<file path="config.mk">
export PLATFORM = sky130hd
export DESIGN_NAME = bus_arbiter2_flat
export DESIGN_NICKNAME = d
export VERILOG_FILES = /design/src/rtl/bus_arbiter2_if.sv /design/src/rtl/bus_arbiter2.sv /design/src/flat_wrapper.sv
export SDC_FILE = /design/constraint.sdc
export NUM_CORES = 1
export LEC_CHECK = 0
export ABC_AREA = 1
export CORE_AREA = 2 2 123 125
export DETAILED_ROUTE_END_ITERATION = 16
export DIE_AREA = 0 0 125 127
export GPL_ROUTABILITY_DRIVEN = 0
export HOLD_SLACK_MARGIN = 0.05
export PLACE_DENSITY = 0.58
export SYNTH_ARGS = -nofsm -noshare
export SYNTH_HDL_FRONTEND = slang
export SYNTH_SLANG_ARGS = --single-unit
</file>
<file path="constraint.sdc">
create_clock -name clk -period 2 [get_ports clk]
set_clock_uncertainty 0.2 [all_clocks]
set_input_delay 0.3 -clock clk [delete_from_list [all_inputs] [get_ports clk]]
set_output_delay 0.3 -clock clk [all_outputs]
set_load 0.005 [all_outputs]
</file>
<file path="src/rtl/bus_arbiter2_if.sv">
// ---------------------------------------------------------------------------
// bus_arbiter2_if
// Bundles the two master-side request buses, the shared slave bus and the
// arbiter status for bus_arbiter2.
//
// Signals:
//   m0_* / m1_*  master request payload (addr, wdata, wmask, wen, ren) and
//                the per-master responses (rdata, done)
//   s_*          single shared slave bus (addr, wdata, wmask, wen, ren out of
//                the arbiter; rdata, done back from the slave)
//   grant        one-hot current owner, 00 when idle
//   err          sticky timeout flag
//
// Modports:
//   master  the two requesting masters (CPU core, debug loader / DMA)
//   slave   the memory / peripheral decoder
//   arb     the arbiter itself, sitting between the two
// ---------------------------------------------------------------------------
interface bus_arbiter2_if;
    logic [31:0] m0_addr;
    logic [31:0] m0_wdata;
    logic [3:0]  m0_wmask;
    logic        m0_wen;
    logic        m0_ren;
    logic [31:0] m0_rdata;
    logic        m0_done;

    logic [31:0] m1_addr;
    logic [31:0] m1_wdata;
    logic [3:0]  m1_wmask;
    logic        m1_wen;
    logic        m1_ren;
    logic [31:0] m1_rdata;
    logic        m1_done;

    logic [31:0] s_addr;
    logic [31:0] s_wdata;
    logic [3:0]  s_wmask;
    logic        s_wen;
    logic        s_ren;
    logic [31:0] s_rdata;
    logic        s_done;

    logic [1:0]  grant;
    logic        err;

    modport master (
        output m0_addr, m0_wdata, m0_wmask, m0_wen, m0_ren,
        output m1_addr, m1_wdata, m1_wmask, m1_wen, m1_ren,
        input  m0_rdata, m0_done, m1_rdata, m1_done, grant, err
    );

    modport slave (
        input  s_addr, s_wdata, s_wmask, s_wen, s_ren,
        output s_rdata, s_done
    );

    modport arb (
        input  m0_addr, m0_wdata, m0_wmask, m0_wen, m0_ren,
        input  m1_addr, m1_wdata, m1_wmask, m1_wen, m1_ren,
        output m0_rdata, m0_done, m1_rdata, m1_done,
        output s_addr, s_wdata, s_wmask, s_wen, s_ren,
        input  s_rdata, s_done,
        output grant, err
    );
endinterface

</file>
<file path="src/rtl/bus_arbiter2.sv">
// ---------------------------------------------------------------------------
// bus_arbiter2
// Two-master / one-slave arbiter for the CPU memory bus. Master 0 is the CPU
// core, master 1 the debug loader or DMA. One whole transaction is granted at
// a time; after every grant the arbiter spends one RELEASE cycle with the
// slave strobes low so a master cannot be re-granted on the stale request it
// still holds in the cycle it sees done.
//
// Ports:
//   clk   clock
//   rst   asynchronous reset, active-high
//   bus   bus_arbiter2_if.arb: master payloads in, master rdata/done out,
//         shared slave bus out, slave rdata/done in, grant and err out
//
// Parameters:
//   ROUND_ROBIN     1 = alternate on simultaneous requests, 0 = m0 always wins
//   TIMEOUT_CYCLES  grant cycles allowed without s_done (timeout build only)
//   TIMEOUT_RDATA   read data handed to the master on a timeout
//
// Optional feature (macro BUS_ARBITER_TIMEOUT_EN):
//   defined   - a granted transaction that sees no s_done for TIMEOUT_CYCLES
//               cycles is completed towards the master with TIMEOUT_RDATA,
//               the slave strobes are dropped and err is set (sticky)
//   undefined - the arbiter waits for s_done indefinitely, err is 0
// ---------------------------------------------------------------------------
module bus_arbiter2 #(
    parameter bit          ROUND_ROBIN    = 1'b1,
    parameter int          TIMEOUT_CYCLES = 256,
    parameter logic [31:0] TIMEOUT_RDATA  = 32'hDEADBEEF
) (
    input logic         clk,
    input logic         rst,
    bus_arbiter2_if.arb bus
);

    typedef enum logic [1:0] {
        S_IDLE    = 2'd0,
        S_GRANT0  = 2'd1,
        S_GRANT1  = 2'd2,
        S_RELEASE = 2'd3
    } state_t;

    if (TIMEOUT_CYCLES < 1) begin : g_bad_timeout
        $error("bus_arbiter2: TIMEOUT_CYCLES must be at least 1");
    end

    state_t r_state;
    state_t w_next;
    logic   r_last;       // last granted master: 0 = m0, 1 = m1
    logic   w_req0;
    logic   w_req1;
    logic   w_granted;
    logic   w_owner_req;  // request level of the master currently granted
    logic   w_expired;    // wait budget used up in this grant cycle
    logic   w_timeout;    // expired, still requested and no s_done to save it

    assign w_req0      = bus.m0_wen | bus.m0_ren;
    assign w_req1      = bus.m1_wen | bus.m1_ren;
    assign w_granted   = (r_state == S_GRANT0) || (r_state == S_GRANT1);
    assign w_owner_req = (r_state == S_GRANT1) ? w_req1 : w_req0;

`ifdef BUS_ARBITER_TIMEOUT_EN
    localparam int CNT_W = $clog2(TIMEOUT_CYCLES + 1);

    logic [CNT_W-1:0] r_cnt;
    logic             r_err;

    // The counter holds the number of grant cycles already spent waiting, so
    // the cycle in which it would reach TIMEOUT_CYCLES is the timeout cycle.
    // w_expired deliberately ignores s_done: it gates the slave strobes, and
    // keeping s_done out of that path avoids a combinational loop through a
    // slave that answers in the same cycle it sees a strobe.
    assign w_expired = w_granted && (r_cnt == CNT_W'(TIMEOUT_CYCLES - 1));
    assign w_timeout = w_expired && w_owner_req && !bus.s_done;

    always_ff @(posedge clk or posedge rst) begin
        if (rst) begin
            r_cnt <= '0;
        end else if (!w_granted) begin
            r_cnt <= '0;
        end else if (!bus.s_done) begin
            r_cnt <= r_cnt + 1'b1;
        end
    end

    always_ff @(posedge clk or posedge rst) begin
        if (rst) begin
            r_err <= 1'b0;
        end else if (w_timeout) begin
            r_err <= 1'b1;
        end
    end

    assign bus.err = r_err;
`else
    assign w_expired = 1'b0;
    assign w_timeout = 1'b0;
    assign bus.err   = 1'b0;
`endif

    // State register; last_grant resets to m1 so m0 wins the first tie
    always_ff @(posedge clk or posedge rst) begin
        if (rst) begin
            r_state <= S_IDLE;
            r_last  <= 1'b1;
        end else begin
            r_state <= w_next;
            if (r_state == S_IDLE) begin
                if (w_next == S_GRANT0) begin
                    r_last <= 1'b0;
                end else if (w_next == S_GRANT1) begin
                    r_last <= 1'b1;
                end
            end
        end
    end

    // Next-state logic
    always_comb begin
        w_next = r_state;
        unique case (r_state)
            S_IDLE: begin
                // m0 takes it when alone, under fixed priority, or when m1
                // was the last owner
                if (w_req0 && (!w_req1 || !ROUND_ROBIN || r_last)) begin
                    w_next = S_GRANT0;
                end else if (w_req1) begin
                    w_next = S_GRANT1;
                end
            end
            S_GRANT0, S_GRANT1: begin
                // A dropped request is a protocol violation: abandon quietly
                if (bus.s_done || !w_owner_req || w_timeout) begin
                    w_next = S_RELEASE;
                end
            end
            S_RELEASE: w_next = S_IDLE;
            default:   w_next = S_IDLE;
        endcase
    end

    // Output logic
    always_comb begin
        bus.grant    = 2'b00;
        bus.s_addr   = '0;
        bus.s_wdata  = '0;
        bus.s_wmask  = '0;
        bus.s_wen    = 1'b0;
        bus.s_ren    = 1'b0;
        bus.m0_done  = 1'b0;
        bus.m1_done  = 1'b0;
        bus.m0_rdata = bus.s_rdata;
        bus.m1_rdata = bus.s_rdata;
        unique case (r_state)
            S_GRANT0: begin
                bus.grant   = 2'b01;
                bus.s_addr  = bus.m0_addr;
                bus.s_wdata = bus.m0_wdata;
                bus.s_wmask = bus.m0_wmask;
                bus.s_wen   = bus.m0_wen & ~w_expired;
                bus.s_ren   = bus.m0_ren & ~w_expired;
                bus.m0_done = bus.s_done | w_timeout;
                if (w_timeout) begin
                    bus.m0_rdata = TIMEOUT_RDATA;
                end
            end
            S_GRANT1: begin
                bus.grant   = 2'b10;
                bus.s_addr  = bus.m1_addr;
                bus.s_wdata = bus.m1_wdata;
                bus.s_wmask = bus.m1_wmask;
                bus.s_wen   = bus.m1_wen & ~w_expired;
                bus.s_ren   = bus.m1_ren & ~w_expired;
                bus.m1_done = bus.s_done | w_timeout;
                if (w_timeout) begin
                    bus.m1_rdata = TIMEOUT_RDATA;
                end
            end
            default: ;
        endcase
    end

endmodule

</file>
<file path="src/flat_wrapper.sv">
// flat-port wrapper written by rule: the top's interface ports become plain ports
module bus_arbiter2_flat 
#(
    parameter bit          ROUND_ROBIN    = 1'b1,
    parameter int          TIMEOUT_CYCLES = 256,
    parameter logic [31:0] TIMEOUT_RDATA  = 32'hDEADBEEF
)
  (clk, rst, bus_m0_addr, bus_m0_wdata, bus_m0_wmask, bus_m0_wen, bus_m0_ren, bus_m1_addr, bus_m1_wdata, bus_m1_wmask, bus_m1_wen, bus_m1_ren, bus_m0_rdata, bus_m0_done, bus_m1_rdata, bus_m1_done, bus_s_addr, bus_s_wdata, bus_s_wmask, bus_s_wen, bus_s_ren, bus_s_rdata, bus_s_done, bus_grant, bus_err);
  bus_arbiter2_if bus_i ();
  input logic clk;
  input logic rst;
  input wire logic [$bits(bus_i.m0_addr)-1:0] bus_m0_addr;
  input wire logic [$bits(bus_i.m0_wdata)-1:0] bus_m0_wdata;
  input wire logic [$bits(bus_i.m0_wmask)-1:0] bus_m0_wmask;
  input wire logic [$bits(bus_i.m0_wen)-1:0] bus_m0_wen;
  input wire logic [$bits(bus_i.m0_ren)-1:0] bus_m0_ren;
  input wire logic [$bits(bus_i.m1_addr)-1:0] bus_m1_addr;
  input wire logic [$bits(bus_i.m1_wdata)-1:0] bus_m1_wdata;
  input wire logic [$bits(bus_i.m1_wmask)-1:0] bus_m1_wmask;
  input wire logic [$bits(bus_i.m1_wen)-1:0] bus_m1_wen;
  input wire logic [$bits(bus_i.m1_ren)-1:0] bus_m1_ren;
  output wire logic [$bits(bus_i.m0_rdata)-1:0] bus_m0_rdata;
  output wire logic [$bits(bus_i.m0_done)-1:0] bus_m0_done;
  output wire logic [$bits(bus_i.m1_rdata)-1:0] bus_m1_rdata;
  output wire logic [$bits(bus_i.m1_done)-1:0] bus_m1_done;
  output wire logic [$bits(bus_i.s_addr)-1:0] bus_s_addr;
  output wire logic [$bits(bus_i.s_wdata)-1:0] bus_s_wdata;
  output wire logic [$bits(bus_i.s_wmask)-1:0] bus_s_wmask;
  output wire logic [$bits(bus_i.s_wen)-1:0] bus_s_wen;
  output wire logic [$bits(bus_i.s_ren)-1:0] bus_s_ren;
  input wire logic [$bits(bus_i.s_rdata)-1:0] bus_s_rdata;
  input wire logic [$bits(bus_i.s_done)-1:0] bus_s_done;
  output wire logic [$bits(bus_i.grant)-1:0] bus_grant;
  output wire logic [$bits(bus_i.err)-1:0] bus_err;
  assign bus_i.m0_addr = bus_m0_addr;
  assign bus_i.m0_wdata = bus_m0_wdata;
  assign bus_i.m0_wmask = bus_m0_wmask;
  assign bus_i.m0_wen = bus_m0_wen;
  assign bus_i.m0_ren = bus_m0_ren;
  assign bus_i.m1_addr = bus_m1_addr;
  assign bus_i.m1_wdata = bus_m1_wdata;
  assign bus_i.m1_wmask = bus_m1_wmask;
  assign bus_i.m1_wen = bus_m1_wen;
  assign bus_i.m1_ren = bus_m1_ren;
  assign bus_m0_rdata = bus_i.m0_rdata;
  assign bus_m0_done = bus_i.m0_done;
  assign bus_m1_rdata = bus_i.m1_rdata;
  assign bus_m1_done = bus_i.m1_done;
  assign bus_s_addr = bus_i.s_addr;
  assign bus_s_wdata = bus_i.s_wdata;
  assign bus_s_wmask = bus_i.s_wmask;
  assign bus_s_wen = bus_i.s_wen;
  assign bus_s_ren = bus_i.s_ren;
  assign bus_i.s_rdata = bus_s_rdata;
  assign bus_i.s_done = bus_s_done;
  assign bus_grant = bus_i.grant;
  assign bus_err = bus_i.err;
  bus_arbiter2 #(.ROUND_ROBIN(ROUND_ROBIN), .TIMEOUT_CYCLES(TIMEOUT_CYCLES), .TIMEOUT_RDATA(TIMEOUT_RDATA)) u_core (.clk(clk), .rst(rst), .bus(bus_i));
endmodule
</file>
==> results of run 1 <==
-- cell families (layout without fill, tap and decap cells) --
| kind of cell | after synthesis | in the layout | synth area share (%) |
|---|---|---|---|
| fa+ha+maj | 7 | 7 | 4.63 |
| other cells | 1 | 1 | 0.198 |
| flops | 3 | 3 | 4.04 |
| simple gates | 154 | 154 | 31.6 |
| compound gates | 75 | 75 | 20.7 |
| buf+inv | 100 | 300 | 38.8 |
-- metrics by stage --
step / area [um2] / setup TNS, ps / worst slack [ps] / util (%)
after floorplan: 1890 / 0 / 58.3 / -
after global placement: 3820 / -13160 / -241 / 26.5
after detailed placement: 3820 / -15900 / -284 / 26.5
after CTS: 4440 / -6610 / -197 / 30.8
after global routing: 4820 / -14700 / -306 / 33.4
final: 4820 / -9970 / -223 / 33.4
-- path summary, 6_finish.rpt --
kind / to / depth (start not counted) / start
min: u_core.r_last / 2 / u_core.r_last
max reg2reg: u_core.r_last / 12 / u_core.r_state[0]
max in group asynchronous: u_core.r_last / 3 / rst
min in group asynchronous: u_core.r_state[0] / 3 / rst
min reg2reg: u_core.r_last / 2 / u_core.r_last
max: bus_s_wdata[25] / 8 / u_core.r_state[0]
-- placed cells by master (no fill, tap or decap), drive strengths merged --
cell type	Yosys	final
nand2	147	147
clkdlybuf4s50	0	142
buf	81	129
a21oi	72	72
inv	12	12
clkbuf	7	11
ha	7	7
nor2	4	4
nand4	2	2
dlygate4sd2	0	2
dfrtp	2	2
a31oi	1	1
clkinv	0	1
o22ai	1	1
nand3	1	1
o211ai	1	1
conb	1	1
bufbuf	0	1
dlygate4sd3	0	1
clkdlybuf4s15	0	1
dfstp	1	1
-- layout make-up --
class	instances	area, um2
Timing Repair inverter	1	16.3
Fill cell	1530	9600
Timing Repair Buffer	283	2860
Sequential cell	3	76.3
Tap cell	184	230
Clock buffer	4	78.8
Inverter	12	57.6
Multi-Input combinational cell	237	1500
-- flip-flops by register name, summed over array words and instances, names as in the netlist --
signal          cells
u_core.r_state      2
u_core.r_last       1
-- worst max-delay path, cell delays in order, from the launching register on --
cell and delay (ps):
sky130_fd_sc_hd__dfrtp_1 410, sky130_fd_sc_hd__inv_2 80, sky130_fd_sc_hd__buf_6 130, sky130_fd_sc_hd__ha_4 310, sky130_fd_sc_hd__inv_8 80, sky130_fd_sc_hd__buf_6 120, sky130_fd_sc_hd__buf_6 130, sky130_fd_sc_hd__a21oi_2 100
sky130_fd_sc_hd__buf_2 130
-- power by group through the flow --
stage / Clock (mW) / Sequential (mW) / Combinational [mW]
floorplan: 0 / 0.121 / 2.05
global placement: 0 / 0.119 / 4.39
detailed placement: 0 / 0.121 / 4.37
CTS: 0.332 / 0.127 / 6.16
global route: 0.343 / 0.137 / 7.73
finish: 0.330 / 0.133 / 7.23
-- routing by layer --
metal	vias up	share of wire, %	track usage (%)
li1	1413	-	-
met5	-	0.066	0
met3	34	9.4	4.31
met2	180	47	22.9
met1	1302	41	15.6
met4	2	2.8	4.18
-- what timing repair did --
item | CTS | global route
hold endpoints to repair | 2 | 0
setup buffers | 22 | 7
pin swaps | 6 | 21
setup endpoints to repair | 74 | 73
cloned | 14 | 6
gates resized for setup | 368 | 73
hold buffers | 1 | 0
==> flow_summary.html, run 1 <==
<table>
<tr><th>Metric</th><th>Value</th></tr>
<tr><th colspan="2">Pwr</th></tr>
<tr><td>Ratio of total power to cell area</td><td>1600 nW/um2</td></tr>
<tr><td>Internal Pwr Total</td><td>4.20 mW</td></tr>
<tr><td>Proportion of power drawn by the clock network</td><td>4.3%</td></tr>
<tr><td>Switching part of the total power</td><td>45.3%</td></tr>
<tr><td>Final Total Pwr</td><td>7.69 mW</td></tr>
<tr><td>Total leakage power</td><td>2.07 nW</td></tr>
<tr><td>Proportion of power drawn by flip-flops and latches</td><td>1.7%</td></tr>
<tr><td>Combinational fraction of design power</td><td>94.0%</td></tr>
<tr><td>P_sw</td><td>3.49 mW</td></tr>
<tr><td>Largest vdd supply drop</td><td>1170 uV</td></tr>
<tr><th colspan="2">Logic synthesis</th></tr>
<tr><td>Post-synth top area share</td><td>29.0%</td></tr>
<tr><td>Distinct cell type count of the synthesized netlist</td><td>22</td></tr>
<tr><td>Count of warnings emitted by yosys</td><td>0</td></tr>
<tr><td>Most frequent cell after synthesis</td><td>sky130_fd_sc_hd__nand2_1</td></tr>
<tr><td>Seq cells post-synth</td><td>3</td></tr>
<tr><td>Netlist area before placement</td><td>1890 um2</td></tr>
<tr><td>Number of cells produced by synthesis</td><td>340</td></tr>
<tr><td>Mean cell area of the mapped netlist</td><td>5.56 um2</td></tr>
<tr><td>List of most frequent post-synthesis cells</td><td>145 x sky130_fd_sc_hd__nand2_1, 73 x sky130_fd_sc_hd__buf_4, 72 x sky130_fd_sc_hd__a21oi_1</td></tr>
<tr><td>Sequential area share after synthesis</td><td>4.04%</td></tr>
<tr><td>Most common flop cell mapped by yosys</td><td>sky130_fd_sc_hd__dfrtp_1</td></tr>
<tr><td>Share of synthesized flip-flops with an asynchronous set or reset</td><td>100%</td></tr>
<tr><td>Net count of the mapped netlist</td><td>522</td></tr>
<tr><td>Synth top area cells</td><td>sky130_fd_sc_hd__buf_4 29%, sky130_fd_sc_hd__nand2_1 29%, sky130_fd_sc_hd__a21oi_1 19%</td></tr>
<tr><td>Number of synthesized flops with an enable pin</td><td>0</td></tr>
<tr><td>Leading area contributor after synthesis</td><td>sky130_fd_sc_hd__buf_4</td></tr>
<tr><th colspan="2">Worst hold path</th></tr>
<tr><td>Class of the worst hold path</td><td>register to register</td></tr>
<tr><th colspan="2">Placement</th></tr>
<tr><td>Post-detail-place hpwl</td><td>6.81 mm</td></tr>
<tr><td>Buffers added on ports</td><td>216</td></tr>
<tr><td># placed instances</td><td>671</td></tr>
<tr><th colspan="2">Clock tree</th></tr>
<tr><td>Maximum level of the CTS H-tree</td><td>1</td></tr>
<tr><td>Maximum clock path buffer count</td><td>2</td></tr>
<tr><td>Clock root cell</td><td>sky130_fd_sc_hd__clkbuf_16</td></tr>
<tr><td>Number of buffers created by CTS</td><td>3</td></tr>
<tr><td>Clock tree from TritonCTS</td><td>done</td></tr>
<tr><td>Clock Latency Late Sink</td><td>230 ps</td></tr>
<tr><td>Number of clock sinks seen by CTS</td><td>3</td></tr>
<tr><td>Clock-pin slew on the worst setup and hold paths</td><td>30 ps</td></tr>
<tr><th colspan="2">GRT</th></tr>
<tr><td>Maximum number of pins on one net before global-route repair</td><td>21</td></tr>
<tr><td>Overall Global Routing Usage</td><td>13.2%</td></tr>
<tr><td>Vias in the first global route</td><td>2983</td></tr>
<tr><td>Initial antenna violation count</td><td>1</td></tr>
<tr><td>Global-route wire length before repair</td><td>16.6 mm</td></tr>
<tr><td>GR Overflow Total</td><td>0</td></tr>
<tr><th colspan="2">Critical path</th></tr>
<tr><td>CP max FO</td><td>8</td></tr>
<tr><td>Setup slack, reg-to-reg</td><td>-170 ps</td></tr>
<tr><td>CP Data Required Time</td><td>1500 ps</td></tr>
<tr><td>WP data arrival</td><td>1720 ps</td></tr>
<tr><td>Worst setup path class</td><td>register to output port</td></tr>
<tr><td>Kind of end point of the critical path</td><td>output port</td></tr>
<tr><td>Worst Setup Start Kind</td><td>register</td></tr>
<tr><th colspan="2">Routing</th></tr>
<tr><td>DRC Markers</td><td>0</td></tr>
<tr><td>Residual antenna-violating net count after detailed routing</td><td>0</td></tr>
<tr><td>Total via count after detailed routing</td><td>2931</td></tr>
<tr><td>DR pass1 iterations</td><td>4</td></tr>
<tr><td>Routed WL per cell</td><td>16.9 um</td></tr>
<tr><td>Iteration-0 DRC Markers</td><td>96</td></tr>
<tr><td>Detailed-route vias per instance</td><td>4.05</td></tr>
<tr><td>Total Routed Length</td><td>12.2 mm</td></tr>
<tr><th colspan="2">Die</th></tr>
<tr><td>Top-Level Pins</td><td>314</td></tr>
<tr><td>Core outline area</td><td>14400 um2</td></tr>
<tr><td>Die span in x</td><td>125 um</td></tr>
<tr><td>Effective utilization at floorplan</td><td>13.1%</td></tr>
<tr><td>Die Area</td><td>15900 um2</td></tr>
<tr><td>Site Rows</td><td>44</td></tr>
<tr><td>Die boundary height</td><td>127 um</td></tr>
<tr><th colspan="2">Cells and area</th></tr>
<tr><td>Antenna diode count</td><td>0</td></tr>
<tr><td>Filler-free cell count of the finished design</td><td>724</td></tr>
<tr><td>Total number of nets in the final design</td><td>723</td></tr>
<tr><td>Share of layout cells above drive strength 1</td><td>46.5%</td></tr>
<tr><td>Area growth from synthesis to layout</td><td>155%</td></tr>
<tr><th colspan="2">STA</th></tr>
<tr><td>Max Freq</td><td>450 MHz</td></tr>
<tr><td>Post-route fraction of the period consumed by the critical path</td><td>111%</td></tr>
<tr><td>Worst hold margin</td><td>359 ps</td></tr>
<tr><td>Final Critical Period</td><td>2220 ps</td></tr>
<tr><td>Final setup violation count</td><td>73</td></tr>
<tr><td>Post-route worst setup slack</td><td>-223 ps</td></tr>
<tr><td>Count of final max-slew check failures</td><td>0</td></tr>
<tr><td>Final hold violations</td><td>0</td></tr>
<tr><td>Unrepaired setup endpoints after global routing</td><td>true</td></tr>
<tr><th colspan="2">Status</th></tr>
<tr><td>Failing checks</td><td>negative setup slack</td></tr>
<tr><td>Status</td><td>complete, but fails checks</td></tr>
<tr><th colspan="2">Flow run</th></tr>
<tr><td>Count of max-cap constraint violations</td><td>0</td></tr>
</table>
Power figures use the tool's default switching activity.
==> inputs of run 2 (changes only) <==
--- a/config.mk
+++ b/config.mk
@@ -7,11 +7,13 @@
 export LEC_CHECK = 0
 export ABC_AREA = 1
 export CORE_AREA = 2 2 123 125
+export CTS_CLUSTER_DIAMETER = 150
 export DETAILED_ROUTE_END_ITERATION = 16
 export DIE_AREA = 0 0 125 127
 export GPL_ROUTABILITY_DRIVEN = 0
 export HOLD_SLACK_MARGIN = 0.05
 export PLACE_DENSITY = 0.58
+export SKIP_LAST_GASP = 1
 export SYNTH_ARGS = -nofsm -noshare
 export SYNTH_HDL_FRONTEND = slang
 export SYNTH_SLANG_ARGS = --single-unit
==> run 2 against run 1 <==
  * The run still ends with negative setup slack left
  * Sequential cell count unchanged
  * Clock-buffer cell count unchanged
  * Combinational power down 7.1%
  * Wire length down 5.4%
  * Design area down 0.91%
  * Utilization down 0.30 points
  * Critical path depth down 1
  * Non-clock buffer count up 1
  * Worst hold slack worse by 3.6 ps
  * Via count down 0.24%
==> flow_summary.html, run 2 (same netlist as run 1, synthesis figures left out) <==
<table>
<tr><th>Metric</th><th>Value</th></tr>
<tr><th colspan="2">Status</th></tr>
<tr><td>Status</td><td>complete, but fails checks (unchanged)</td></tr>
<tr><td>Failing checks</td><td>negative setup slack (unchanged)</td></tr>
<tr><th colspan="2">Routing</th></tr>
<tr><td>Iteration-0 DRC Markers</td><td>111 (was 96)</td></tr>
<tr><td>Total Routed Length</td><td>11.5 mm (was 12.2 mm)</td></tr>
<tr><td>Detailed-route vias per instance</td><td>4.03 (was 4.05)</td></tr>
<tr><td>Residual antenna-violating net count after detailed routing</td><td>0 (unchanged)</td></tr>
<tr><td>DR pass1 iterations</td><td>4 (unchanged)</td></tr>
<tr><td>Routed WL per cell</td><td>15.9 um (was 16.9 um)</td></tr>
<tr><td>DRC Markers</td><td>0 (unchanged)</td></tr>
<tr><td>Total via count after detailed routing</td><td>2924 (was 2931)</td></tr>
<tr><th colspan="2">Cells and area</th></tr>
<tr><td>Highest-count cells in the layout ignoring fill and taps</td><td>142 x sky130_fd_sc_hd__clkdlybuf4s50_1, 119 x sky130_fd_sc_hd__nand2_1, 58 x sky130_fd_sc_hd__buf_2, 56 x sky130_fd_sc_hd__a21oi_2, 25 x sky130_fd_sc_hd__buf_4 (was 142 x sky130_fd_sc_hd__clkdlybuf4s50_1, 115 x sky130_fd_sc_hd__nand2_1, 69 x sky130_fd_sc_hd__buf_2, 63 x sky130_fd_sc_hd__a21oi_2, 20 x sky130_fd_sc_hd__nand2_2)</td></tr>
<tr><td>Area growth from synthesis to layout</td><td>153% (was 155%)</td></tr>
<tr><td>Finished layout cell area</td><td>4780 um2 (was 4820 um2)</td></tr>
<tr><td>Flip-flop count of the largest register after layout</td><td>2 (unchanged)</td></tr>
<tr><td>Post-layout util</td><td>33.1% (was 33.4%)</td></tr>
<tr><td>Most common cell after layout, fill and taps aside</td><td>sky130_fd_sc_hd__clkdlybuf4s50_1 (unchanged)</td></tr>
<tr><td>Total number of nets in the final design</td><td>724 (was 723)</td></tr>
<tr><td>Filler-free cell count of the finished design</td><td>725 (was 724)</td></tr>
<tr><td>Biggest registers after layout</td><td>u_core.r_state x2, u_core.r_last x1 (unchanged)</td></tr>
<tr><td>Share of layout cells above drive strength 1</td><td>44.7% (was 46.5%)</td></tr>
<tr><td>Antenna diode count</td><td>0 (unchanged)</td></tr>
<tr><td>Total of fill cells in the finished design</td><td>1544 (was 1530)</td></tr>
<tr><td>Largest Register</td><td>u_core.r_state (unchanged)</td></tr>
<tr><th colspan="2">Clock tree</th></tr>
<tr><td>Clock-pin slew on the worst setup and hold paths</td><td>30 ps (about the same)</td></tr>
<tr><td>Maximum clock path buffer count</td><td>2 (unchanged)</td></tr>
<tr><td>Clock root cell</td><td>sky130_fd_sc_hd__clkbuf_16 (unchanged)</td></tr>
<tr><td>Clock tree from TritonCTS</td><td>done (unchanged)</td></tr>
<tr><td>Clock Latency Late Sink</td><td>230 ps (about the same)</td></tr>
<tr><td>Number of clock sinks seen by CTS</td><td>3 (unchanged)</td></tr>
<tr><td>Maximum level of the CTS H-tree</td><td>1 (unchanged)</td></tr>
<tr><td>Number of buffers created by CTS</td><td>3 (unchanged)</td></tr>
<tr><th colspan="2">Critical path</th></tr>
<tr><td>Kind of end point of the critical path</td><td>output port (unchanged)</td></tr>
<tr><td>Standard cell with the maximum stage delay on the critical path</td><td>sky130_fd_sc_hd__dfrtp_1 (unchanged)</td></tr>
<tr><td>WP data arrival</td><td>1700 ps (was 1720 ps)</td></tr>
<tr><td>CP max FO</td><td>20 (was 8)</td></tr>
<tr><td>Worst setup path class</td><td>register to output port (unchanged)</td></tr>
<tr><td>Worst Setup Start Kind</td><td>register (unchanged)</td></tr>
<tr><td>Crit path buffers/inverters</td><td>5 (was 6)</td></tr>
<tr><td>Critical Path, Cell by Cell</td><td>inv_2 &gt; buf_6 &gt; ha_4 &gt; inv_8 &gt; buf_12 &gt; a21oi_1 &gt; clkdlybuf4s15_2 (was inv_2 &gt; buf_6 &gt; ha_4 &gt; inv_8 &gt; buf_6 &gt; buf_6 &gt; a21oi_2 &gt; buf_2)</td></tr>
<tr><td>Slowest Stage Delay on Critical Path</td><td>390 ps (was 410 ps)</td></tr>
<tr><td>CP Data Required Time</td><td>1500 ps (about the same)</td></tr>
<tr><td>Largest delay contributor family on the critical path</td><td>buffers and inverters (unchanged)</td></tr>
<tr><th colspan="2">STA</th></tr>
<tr><td>Worst hold margin</td><td>355 ps (was 359 ps)</td></tr>
<tr><td>Unrepaired setup endpoints after global routing</td><td>true (unchanged)</td></tr>
<tr><td>Final setup violation count</td><td>72 (was 73)</td></tr>
<tr><td>Post-route worst setup slack</td><td>-198 ps (was -223 ps)</td></tr>
<tr><td>Post-route fraction of the period consumed by the critical path</td><td>110% (was 111%)</td></tr>
<tr><td>Final hold violations</td><td>0 (unchanged)</td></tr>
<tr><td>Final Critical Period</td><td>2200 ps (was 2220 ps)</td></tr>
<tr><td>Count of final max-slew check failures</td><td>0 (unchanged)</td></tr>
<tr><td>Max Freq</td><td>455 MHz (was 450 MHz)</td></tr>
<tr><td>Final setup TNS</td><td>-7450 ps (was -9970 ps)</td></tr>
<tr><th colspan="2">GRT</th></tr>
<tr><td>Met2 demand-to-capacity share in global routing</td><td>22.8% (was 22.9%)</td></tr>
<tr><td>Maximum number of pins on one net before global-route repair</td><td>21 (unchanged)</td></tr>
<tr><td>GR Overflow Total</td><td>0 (unchanged)</td></tr>
<tr><td>Overall Global Routing Usage</td><td>13.2% (about the same)</td></tr>
<tr><td>Initial antenna violation count</td><td>0 (was 1)</td></tr>
<tr><td>Met1 Track Usage GR</td><td>15.8% (was 15.6%)</td></tr>
<tr><td>Global-route wire length before repair</td><td>16.5 mm (was 16.6 mm)</td></tr>
<tr><td>Vias in the first global route</td><td>2957 (was 2983)</td></tr>
<tr><td>Busiest metal layer after global routing</td><td>met2 (unchanged)</td></tr>
<tr><td>GR Util met3</td><td>3.94% (was 4.31%)</td></tr>
<tr><th colspan="2">Pwr</th></tr>
<tr><td>Ratio of total power to cell area</td><td>1500 nW/um2 (was 1600 nW/um2)</td></tr>
<tr><td>Total leakage power</td><td>2.03 nW (was 2.07 nW)</td></tr>
<tr><td>Proportion of power drawn by the clock network</td><td>4.6% (was 4.3%)</td></tr>
<tr><td>Switching part of the total power</td><td>45.0% (was 45.3%)</td></tr>
<tr><td>Combinational fraction of design power</td><td>93.6% (was 94.0%)</td></tr>
<tr><td>Largest vdd supply drop</td><td>1080 uV (was 1170 uV)</td></tr>
<tr><td>P_sw</td><td>3.23 mW (was 3.49 mW)</td></tr>
<tr><td>Final Total Pwr</td><td>7.18 mW (was 7.69 mW)</td></tr>
<tr><td>Proportion of power drawn by flip-flops and latches</td><td>1.8% (was 1.7%)</td></tr>
<tr><td>Internal Pwr Total</td><td>3.95 mW (was 4.20 mW)</td></tr>
<tr><th colspan="2">Die</th></tr>
<tr><td>Core outline area</td><td>14400 um2 (unchanged)</td></tr>
<tr><td>Die Area</td><td>15900 um2 (unchanged)</td></tr>
<tr><td>Die boundary height</td><td>127 um (unchanged)</td></tr>
<tr><td>Top-Level Pins</td><td>314 (unchanged)</td></tr>
<tr><td>Effective utilization at floorplan</td><td>13.1% (unchanged)</td></tr>
<tr><td>Die span in x</td><td>125 um (unchanged)</td></tr>
<tr><td>Site Rows</td><td>44 (unchanged)</td></tr>
<tr><th colspan="2">Placement</th></tr>
<tr><td># placed instances</td><td>671 (unchanged)</td></tr>
<tr><td>Post-detail-place hpwl</td><td>6.81 mm (unchanged)</td></tr>
<tr><td>Instance area at placement</td><td>3820 um2 (unchanged)</td></tr>
<tr><td>Buffers added on ports</td><td>216 (unchanged)</td></tr>
<tr><td>Post-Place Worst Slack</td><td>-284 ps (unchanged)</td></tr>
<tr><th colspan="2">Flow run</th></tr>
<tr><td>Count of max-cap constraint violations</td><td>0 (unchanged)</td></tr>
<tr><th colspan="2">Worst hold path</th></tr>
<tr><td>Class of the worst hold path</td><td>register to register (unchanged)</td></tr>
</table>
## run 2: changes by cell type in the layout (fill, tap and decap cells not counted), moves of 4 or more
cell	change
sky130_fd_sc_hd__buf_4	+6
sky130_fd_sc_hd__nand2_1	+4
sky130_fd_sc_hd__buf_2	-11
sky130_fd_sc_hd__a21oi_1	+7
sky130_fd_sc_hd__a21oi_2	-7
sky130_fd_sc_hd__clkdlybuf4s15_2	+10
## run 2: layout make-up
class / count / area [um2] / area share (%)
clock buffer: 4 / 78.8 / 1.65
inverter: 12 / 57.6 / 1.20
multi-input combinational: 237 / 1450 / 30.4
sequential: 3 / 76.3 / 1.60
tap: 184 / 230 / 4.82
timing repair buffer: 284 / 2870 / 60.2
timing repair inverter: 1 / 6.26 / 0.131
## run 2: path summary, 6_finish.rpt
kind                                    from                end  slack [ps]  cells after the start
max                        u_core.r_state[0]    bus_s_wdata[16]        -200                      7
min in group asynchronous                rst  u_core.r_state[0]         590                      3
min reg2reg                    u_core.r_last      u_core.r_last         360                      2
min                            u_core.r_last      u_core.r_last         360                      2
max reg2reg                u_core.r_state[1]      u_core.r_last        -160                     13
max in group asynchronous                rst      u_core.r_last         800                      3
## run 2: tightest hold or removal path: cells and delay by family (launching register included)
kind	cells	cell delay (ps)
compound gates	2	170
flops	1	380
## run 2: repair_timing
item                                    CTS  global route
hold buffers                              1             0
setup buffers                            22            11
gates cloned                             14             2
hold endpoints to repair                  2             0
resized for setup                       326            88
pin swaps                                 6            27
endpoints found under the setup margin   74            74
## run 2: layer usage
layer  wire length [um]  share of wire [%]
met4                319                2.8
met3               1020                8.8
met5                  0                  0
met2               5530                 48
met1               4670                 40
## run 2: power groups by stage
stage          logic [mW]  registers (mW)  clock network, mW
2_1_floorplan        2.05           0.121                  0
3_3_place_gp         4.39           0.119                  0
4_1_cts              6.10           0.127              0.332
3_5_place_dp         4.37           0.121                  0
6_report             6.72           0.130              0.329
5_1_grt              7.24           0.133              0.343
==> inputs of run 3 (changes only) <==
--- a/config.mk
+++ b/config.mk
@@ -13,6 +13,7 @@
 export GPL_ROUTABILITY_DRIVEN = 0
 export HOLD_SLACK_MARGIN = 0.05
 export PLACE_DENSITY = 0.58
+export SKIP_CTS_REPAIR_TIMING = 1
 export SKIP_LAST_GASP = 1
 export SYNTH_ARGS = -nofsm -noshare
 export SYNTH_HDL_FRONTEND = slang
==> run 3 against run 2 <==
  * The flow still finishes with violations (negative setup slack)
  * Clock-buffer cell count did not move
  * Fmax fell by 0.53%
  * Design area grew 3.4%
  * Worst setup slack worse by 12 ps
  * Final cell count is 1.1% higher
  * Die area stayed put
  * Critical path type unchanged
  * Highest routed layer unchanged
==> flow_summary.html, run 3 (same netlist as run 1, synthesis figures left out) <==
<table>
<tr><th>Metric</th><th>Value</th></tr>
<tr><th colspan="2">Status</th></tr>
<tr><td>Status</td><td>complete, but fails checks (unchanged)</td></tr>
<tr><td>Failing checks</td><td>negative setup slack (unchanged)</td></tr>
<tr><th colspan="2">Critical path</th></tr>
<tr><td>Startpoint of the worst register-to-register path</td><td>u_core.r_state[1] (unchanged)</td></tr>
<tr><td>Worst Setup Start Kind</td><td>register (unchanged)</td></tr>
<tr><td>Setup crit start</td><td>u_core.r_state[1] (was u_core.r_state[0])</td></tr>
<tr><td>Worst setup path class</td><td>register to output port (unchanged)</td></tr>
<tr><td>CP Data Required Time</td><td>1500 ps (about the same)</td></tr>
<tr><td>Kind of end point of the critical path</td><td>output port (unchanged)</td></tr>
<tr><td>WP data arrival</td><td>1710 ps (was 1700 ps)</td></tr>
<tr><td>CP max FO</td><td>7 (was 20)</td></tr>
<tr><th colspan="2">Cells and area</th></tr>
<tr><td>Total number of nets in the final design</td><td>732 (was 724)</td></tr>
<tr><td>Share of layout cells above drive strength 1</td><td>49.4% (was 44.7%)</td></tr>
<tr><td>Finished layout cell area</td><td>4940 um2 (was 4780 um2)</td></tr>
<tr><td>Biggest registers after layout</td><td>u_core.r_state x2, u_core.r_last x1 (unchanged)</td></tr>
<tr><td>Area growth from synthesis to layout</td><td>161% (was 153%)</td></tr>
<tr><td>Antenna diode count</td><td>0 (unchanged)</td></tr>
<tr><td>Total of fill cells in the finished design</td><td>1528 (was 1544)</td></tr>
<tr><td>Flip-flop count of the largest register after layout</td><td>2 (unchanged)</td></tr>
<tr><td>Most common cell after layout, fill and taps aside</td><td>sky130_fd_sc_hd__clkdlybuf4s50_1 (unchanged)</td></tr>
<tr><td>Largest Register</td><td>u_core.r_state (unchanged)</td></tr>
<tr><td>Highest-count cells in the layout ignoring fill and taps</td><td>142 x sky130_fd_sc_hd__clkdlybuf4s50_1, 109 x sky130_fd_sc_hd__nand2_1, 66 x sky130_fd_sc_hd__a21oi_2, 55 x sky130_fd_sc_hd__buf_2 (was 142 x sky130_fd_sc_hd__clkdlybuf4s50_1, 119 x sky130_fd_sc_hd__nand2_1, 58 x sky130_fd_sc_hd__buf_2, 56 x sky130_fd_sc_hd__a21oi_2, 25 x sky130_fd_sc_hd__buf_4)</td></tr>
<tr><th colspan="2">Placement</th></tr>
<tr><td>Buffers added on ports</td><td>216 (unchanged)</td></tr>
<tr><td>Post-Place Worst Slack</td><td>-284 ps (unchanged)</td></tr>
<tr><td>Instance area at placement</td><td>3820 um2 (unchanged)</td></tr>
<tr><td>Post-detail-place hpwl</td><td>6.81 mm (unchanged)</td></tr>
<tr><th colspan="2">STA</th></tr>
<tr><td>Final Critical Period</td><td>2210 ps (was 2200 ps)</td></tr>
<tr><td>Post-route worst setup slack</td><td>-210 ps (was -198 ps)</td></tr>
<tr><td>Post-route fraction of the period consumed by the critical path</td><td>111% (was 110%)</td></tr>
<tr><td>Count of final max-slew check failures</td><td>0 (unchanged)</td></tr>
<tr><td>Max Freq</td><td>452 MHz (was 455 MHz)</td></tr>
<tr><td>Final setup violation count</td><td>73 (was 72)</td></tr>
<tr><td>Final hold violations</td><td>0 (unchanged)</td></tr>
<tr><td>Unrepaired setup endpoints after global routing</td><td>true (unchanged)</td></tr>
<tr><th colspan="2">Pwr</th></tr>
<tr><td>Largest vdd supply drop</td><td>886 uV (was 1080 uV)</td></tr>
<tr><td>Ratio of total power to cell area</td><td>1590 nW/um2 (was 1500 nW/um2)</td></tr>
<tr><td>Total leakage power</td><td>2.17 nW (was 2.03 nW)</td></tr>
<tr><th colspan="2">Clock tree</th></tr>
<tr><td>Maximum clock path buffer count</td><td>2 (unchanged)</td></tr>
<tr><td>Number of buffers created by CTS</td><td>3 (unchanged)</td></tr>
<tr><td>Clock-pin slew on the worst setup and hold paths</td><td>30 ps (about the same)</td></tr>
<tr><td>Maximum level of the CTS H-tree</td><td>1 (unchanged)</td></tr>
<tr><td>Clock root cell</td><td>sky130_fd_sc_hd__clkbuf_16 (unchanged)</td></tr>
<tr><td>Number of clock sinks seen by CTS</td><td>3 (unchanged)</td></tr>
<tr><td>Clock tree from TritonCTS</td><td>done (unchanged)</td></tr>
<tr><td>Clock Latency Late Sink</td><td>230 ps (about the same)</td></tr>
<tr><th colspan="2">Routing</th></tr>
<tr><td>Residual antenna-violating net count after detailed routing</td><td>0 (unchanged)</td></tr>
<tr><td>Iteration-0 DRC Markers</td><td>75 (was 111)</td></tr>
<tr><td>Total via count after detailed routing</td><td>3006 (was 2924)</td></tr>
<tr><td>Total Routed Length</td><td>12.7 mm (was 11.5 mm)</td></tr>
<tr><td>Routed WL per cell</td><td>17.4 um (was 15.9 um)</td></tr>
<tr><td>DR pass1 iterations</td><td>4 (unchanged)</td></tr>
<tr><td>Detailed-route vias per instance</td><td>4.10 (was 4.03)</td></tr>
<tr><td>DRC Markers</td><td>0 (unchanged)</td></tr>
<tr><th colspan="2">GRT</th></tr>
<tr><td>Overall Global Routing Usage</td><td>9.83% (was 13.2%)</td></tr>
<tr><td>Vias in the first global route</td><td>2579 (was 2957)</td></tr>
<tr><td>GR Overflow Total</td><td>0 (unchanged)</td></tr>
<tr><td>Initial antenna violation count</td><td>0 (unchanged)</td></tr>
<tr><td>Maximum number of pins on one net before global-route repair</td><td>43 (was 21)</td></tr>
<tr><td>Global-route wire length before repair</td><td>12.9 mm (was 16.5 mm)</td></tr>
<tr><th colspan="2">Flow run</th></tr>
<tr><td>Count of max-cap constraint violations</td><td>0 (unchanged)</td></tr>
<tr><th colspan="2">Die</th></tr>
<tr><td>Core outline area</td><td>14400 um2 (unchanged)</td></tr>
<tr><td>Effective utilization at floorplan</td><td>13.1% (unchanged)</td></tr>
<tr><td>Die boundary height</td><td>127 um (unchanged)</td></tr>
<tr><td>Die span in x</td><td>125 um (unchanged)</td></tr>
<tr><td>Die Area</td><td>15900 um2 (unchanged)</td></tr>
<tr><td>Site Rows</td><td>44 (unchanged)</td></tr>
<tr><td>Top-Level Pins</td><td>314 (unchanged)</td></tr>
<tr><th colspan="2">Worst hold path</th></tr>
<tr><td>Class of the worst hold path</td><td>input pin to asynchronous set/reset pin (was register to register)</td></tr>
</table>
## run 3: changes by cell type in the layout (fill, tap and decap cells not counted), sizes merged
cell,delta
clkbuf,+20
clkdlybuf4s15,-10
dlymetal6s2s,+2
bufbuf,-1
dlygate4sd2,-1
dlygate4sd3,-1
inv,-1
## run 3: path summary, 6_finish.rpt
path,cells after the start,to,slack [ps]
worst max-delay path,8,bus_s_addr[24],-210
worst min-delay path,2,u_core.r_state[0],30
worst max register to register,13,u_core.r_last,-130
worst min register to register,2,u_core.r_last,330
max in group asynchronous,2,u_core.r_last,1360
min in group clk,2,u_core.r_last,330
## run 3: area by class of cell
class / instances / area, um2 / share of cell area (%)
multi-input cells: 237 / 1550 / 31.4
well taps: 184 / 230 / 4.66
repair buffers: 293 / 2940 / 59.5
flip-flops and latches: 3 / 76.3 / 1.55
inverters: 12 / 62.6 / 1.27
clock buffers: 4 / 78.8 / 1.60
## run 3: power by group
| part | leakage (nW) | switching (mW) | internal (mW) |
|---|---|---|---|
| Sequential | 0.0346 | 0.0261 | 0.100 |
| Clock | 0.0382 | 0.0639 | 0.264 |
| Combinational | 2.10 | 3.46 | 3.94 |
## run 3: layer usage
layer	GRT usage (%)	part of all wire [%]	vias up	routed length, um
met5	0	0	-	0
met4	3.46	2.8	0	363
met3	3.85	8.3	30	1060
met2	17.3	47	183	5940
met1	10.8	42	1355	5380
li1	-	-	1438	-
## run 3: metrics by stage
stage	util (%)	total power, mW	cells	hold slack [ps]	TNS (ps)
2_1_floorplan	-	2.18	340	-147	0
3_3_place_gp	26.5	4.51	671	279	-13160
3_5_place_dp	26.5	4.49	671	275	-15900
4_1_cts	27.0	4.85	675	34.7	-33600
5_1_grt	34.2	8.42	733	69.3	-17170
6_report	34.2	7.86	733	32.5	-11200
## run 3: critical path, stage by stage, from the launching register on
cell and delay, ps:
sky130_fd_sc_hd__dfrtp_1 360, sky130_fd_sc_hd__inv_2 70, sky130_fd_sc_hd__buf_6 120, sky130_fd_sc_hd__ha_4 300, sky130_fd_sc_hd__clkinv_8 80, sky130_fd_sc_hd__buf_12 160, sky130_fd_sc_hd__buf_12 150, sky130_fd_sc_hd__a21oi_2 110
sky130_fd_sc_hd__dlymetal6s2s_1 140
==> patch: new RTL, settings of run 3 <==
`ROUND_ROBIN` is set to 1'b1 in 2 places; all go to 1'b0.
--- a/src/rtl/bus_arbiter2.sv
+++ b/src/rtl/bus_arbiter2.sv
@@ -26,3 +26,3 @@
 module bus_arbiter2 #(
-    parameter bit          ROUND_ROBIN    = 1'b1,
+    parameter bit          ROUND_ROBIN    = 1'b0,
     parameter int          TIMEOUT_CYCLES = 256,
--- a/src/flat_wrapper.sv
+++ b/src/flat_wrapper.sv
@@ -3,3 +3,3 @@
 #(
-    parameter bit          ROUND_ROBIN    = 1'b1,
+    parameter bit          ROUND_ROBIN    = 1'b0,
     parameter int          TIMEOUT_CYCLES = 256,
Function: changed (Yosys sat finds a counterexample within 10 cycles, from zero or initial values and one cycle with rst high).
==> patch against run 3 <==
The run still ends with negative setup slack left. First-iteration DRC count increased by 4.0%. Worst hold slack got worse by 0.53 ps. Cell area fell by 15%. Wire length fell by 27%. Sequential cell count down 1. Setup slack got worse by 190 ps. Total power decreased by 31%. Synthesized area rose by 11%. Critical endpoint is now bus_s_addr[6]. Largest power group unchanged. Highest routed layer unchanged.
==> patch: results <==
[setup_path]
cp.arrival_ps = 1900
cp-startpoint = "u_core.r_state[1]$_DFFE_PP0P_"
rr_worst_depth = 9
reg2reg_from = "u_core.r_state[0]$_DFFE_PP0P_"
rrSetupSlack_ps = 320
crit_path_end = "bus_s_addr[6]"
cp_max_fo = 35
reg2reg_to = "u_core.r_state[0]$_DFFE_PP0P_"

[logic_synthesis]
async_flop_share = 1.00
synth_nets = 516
synth_common_cells = "150 x nand2_1, 71 x buf_4, 60 x a21oi_2"
ys_seq_area_frac = 0.0238
yosysWarnings = 0
synth_flop_cell = "dfrtp_1"
synth_area_leaders = "nand2_1 27%, buf_4 25%, a21oi_2 25%"
synthDistinctLibCells = 19

[finish]
drive_above_1_share = 0.196
nets = 668
diodes = 0
top_regs = "u_core.r_state: 2 flops"

[global_route]
antenna_found_initial = 0
grt.total_usage = 0.0935
grt_pass1_wl_um = 12600
grt_max_degree = 41

[timing]
report.final.slew_viol_count = 0
setup_tns_ps = -23970
finalWorstSetupSlack_ps = -398
finalSetupViolCount = 70

[route]
wl_per_cell_um = 13.8
drt_iter0_markers = 78
vias = 2626

[clock_network]
htree_levels = 1
root_buffer = "clkbuf_16"
clk_latency_ps = 220
numCtsBuffers = 3

[power_and_ir_drop]
intPower_uw = 2970
p_leak_uw = 0.00149
pwr-share-clk = 0.056
seqPwrFrac = 0.014
peakVddDrop_mv = 0.619

[run_status]
status = "finished, violations left"
violations = "negative setup slack"

[placed_design]
dpl-instance-area_um2 = 3950
port_buffers = 216
dp_hpwl_um = 6800
## patch: worst min-delay path by stage
stage	start	to	slack, ps	cells past startpoint
after global routing	rst	u_core.r_state[1]$_DFFE_PP0P_	50	2
after CTS	rst	u_core.r_state[1]$_DFFE_PP0P_	40	2
after detailed placement	rst	u_core.r_state[1]$_DFFE_PP0P_	270	2
after global placement	rst	u_core.r_state[1]$_DFFE_PP0P_	270	2
final	rst	u_core.r_state[1]$_DFFE_PP0P_	30	2
after floorplan	rst	u_core.r_state[0]$_DFFE_PP0P_	-160	1
## patch: metal layers
layer,up-vias,routed length [um],track usage
met5,-,0,0
met4,0,174,0.0235
met3,24,919,0.0306
met2,159,4630,0.174
met1,1159,3530,0.102
li1,1284,-,-
## patch: final cells by class
type                            count  area (um2)
Inverter                            8        37.5
Multi-Input combinational cell    237        1320
Timing Repair Buffer              235        2480
Clock buffer                        3        75.1
Tap cell                          184         230
Fill cell                        1539       10200
Sequential cell                     2        50.0
## patch: stage by stage
stage / power [uW] / instances / worst slack (ps) / utilization
2_1_floorplan: 2660 / 335 / 322 / -
3_3_place_gp: 4430 / 661 / -201 / 0.274
3_5_place_dp: 4500 / 661 / -254 / 0.274
4_1_cts: 4830 / 664 / -494 / 0.279
5_1_grt: 5900 / 669 / -503 / 0.291
6_report: 5460 / 669 / -398 / 0.291
## patch: critical path, stage by stage (launching register included)
cell and delay, ps:
dfrtp_1 370, inv_2 110, ha_4 200, buf_12 200
nand2_1 110, a21oi_2 150, clkdlybuf4s50_1 510
## patch: cell families after synthesis
kind of cell	share of synthesized area
AND/OR/NAND/NOR	0.298
buffers and inverters	0.365
AO/OA/AOI/OAI	0.276
adder cells (fa/ha/maj)	0.0357
flip-flops	0.0238
other	0.00178
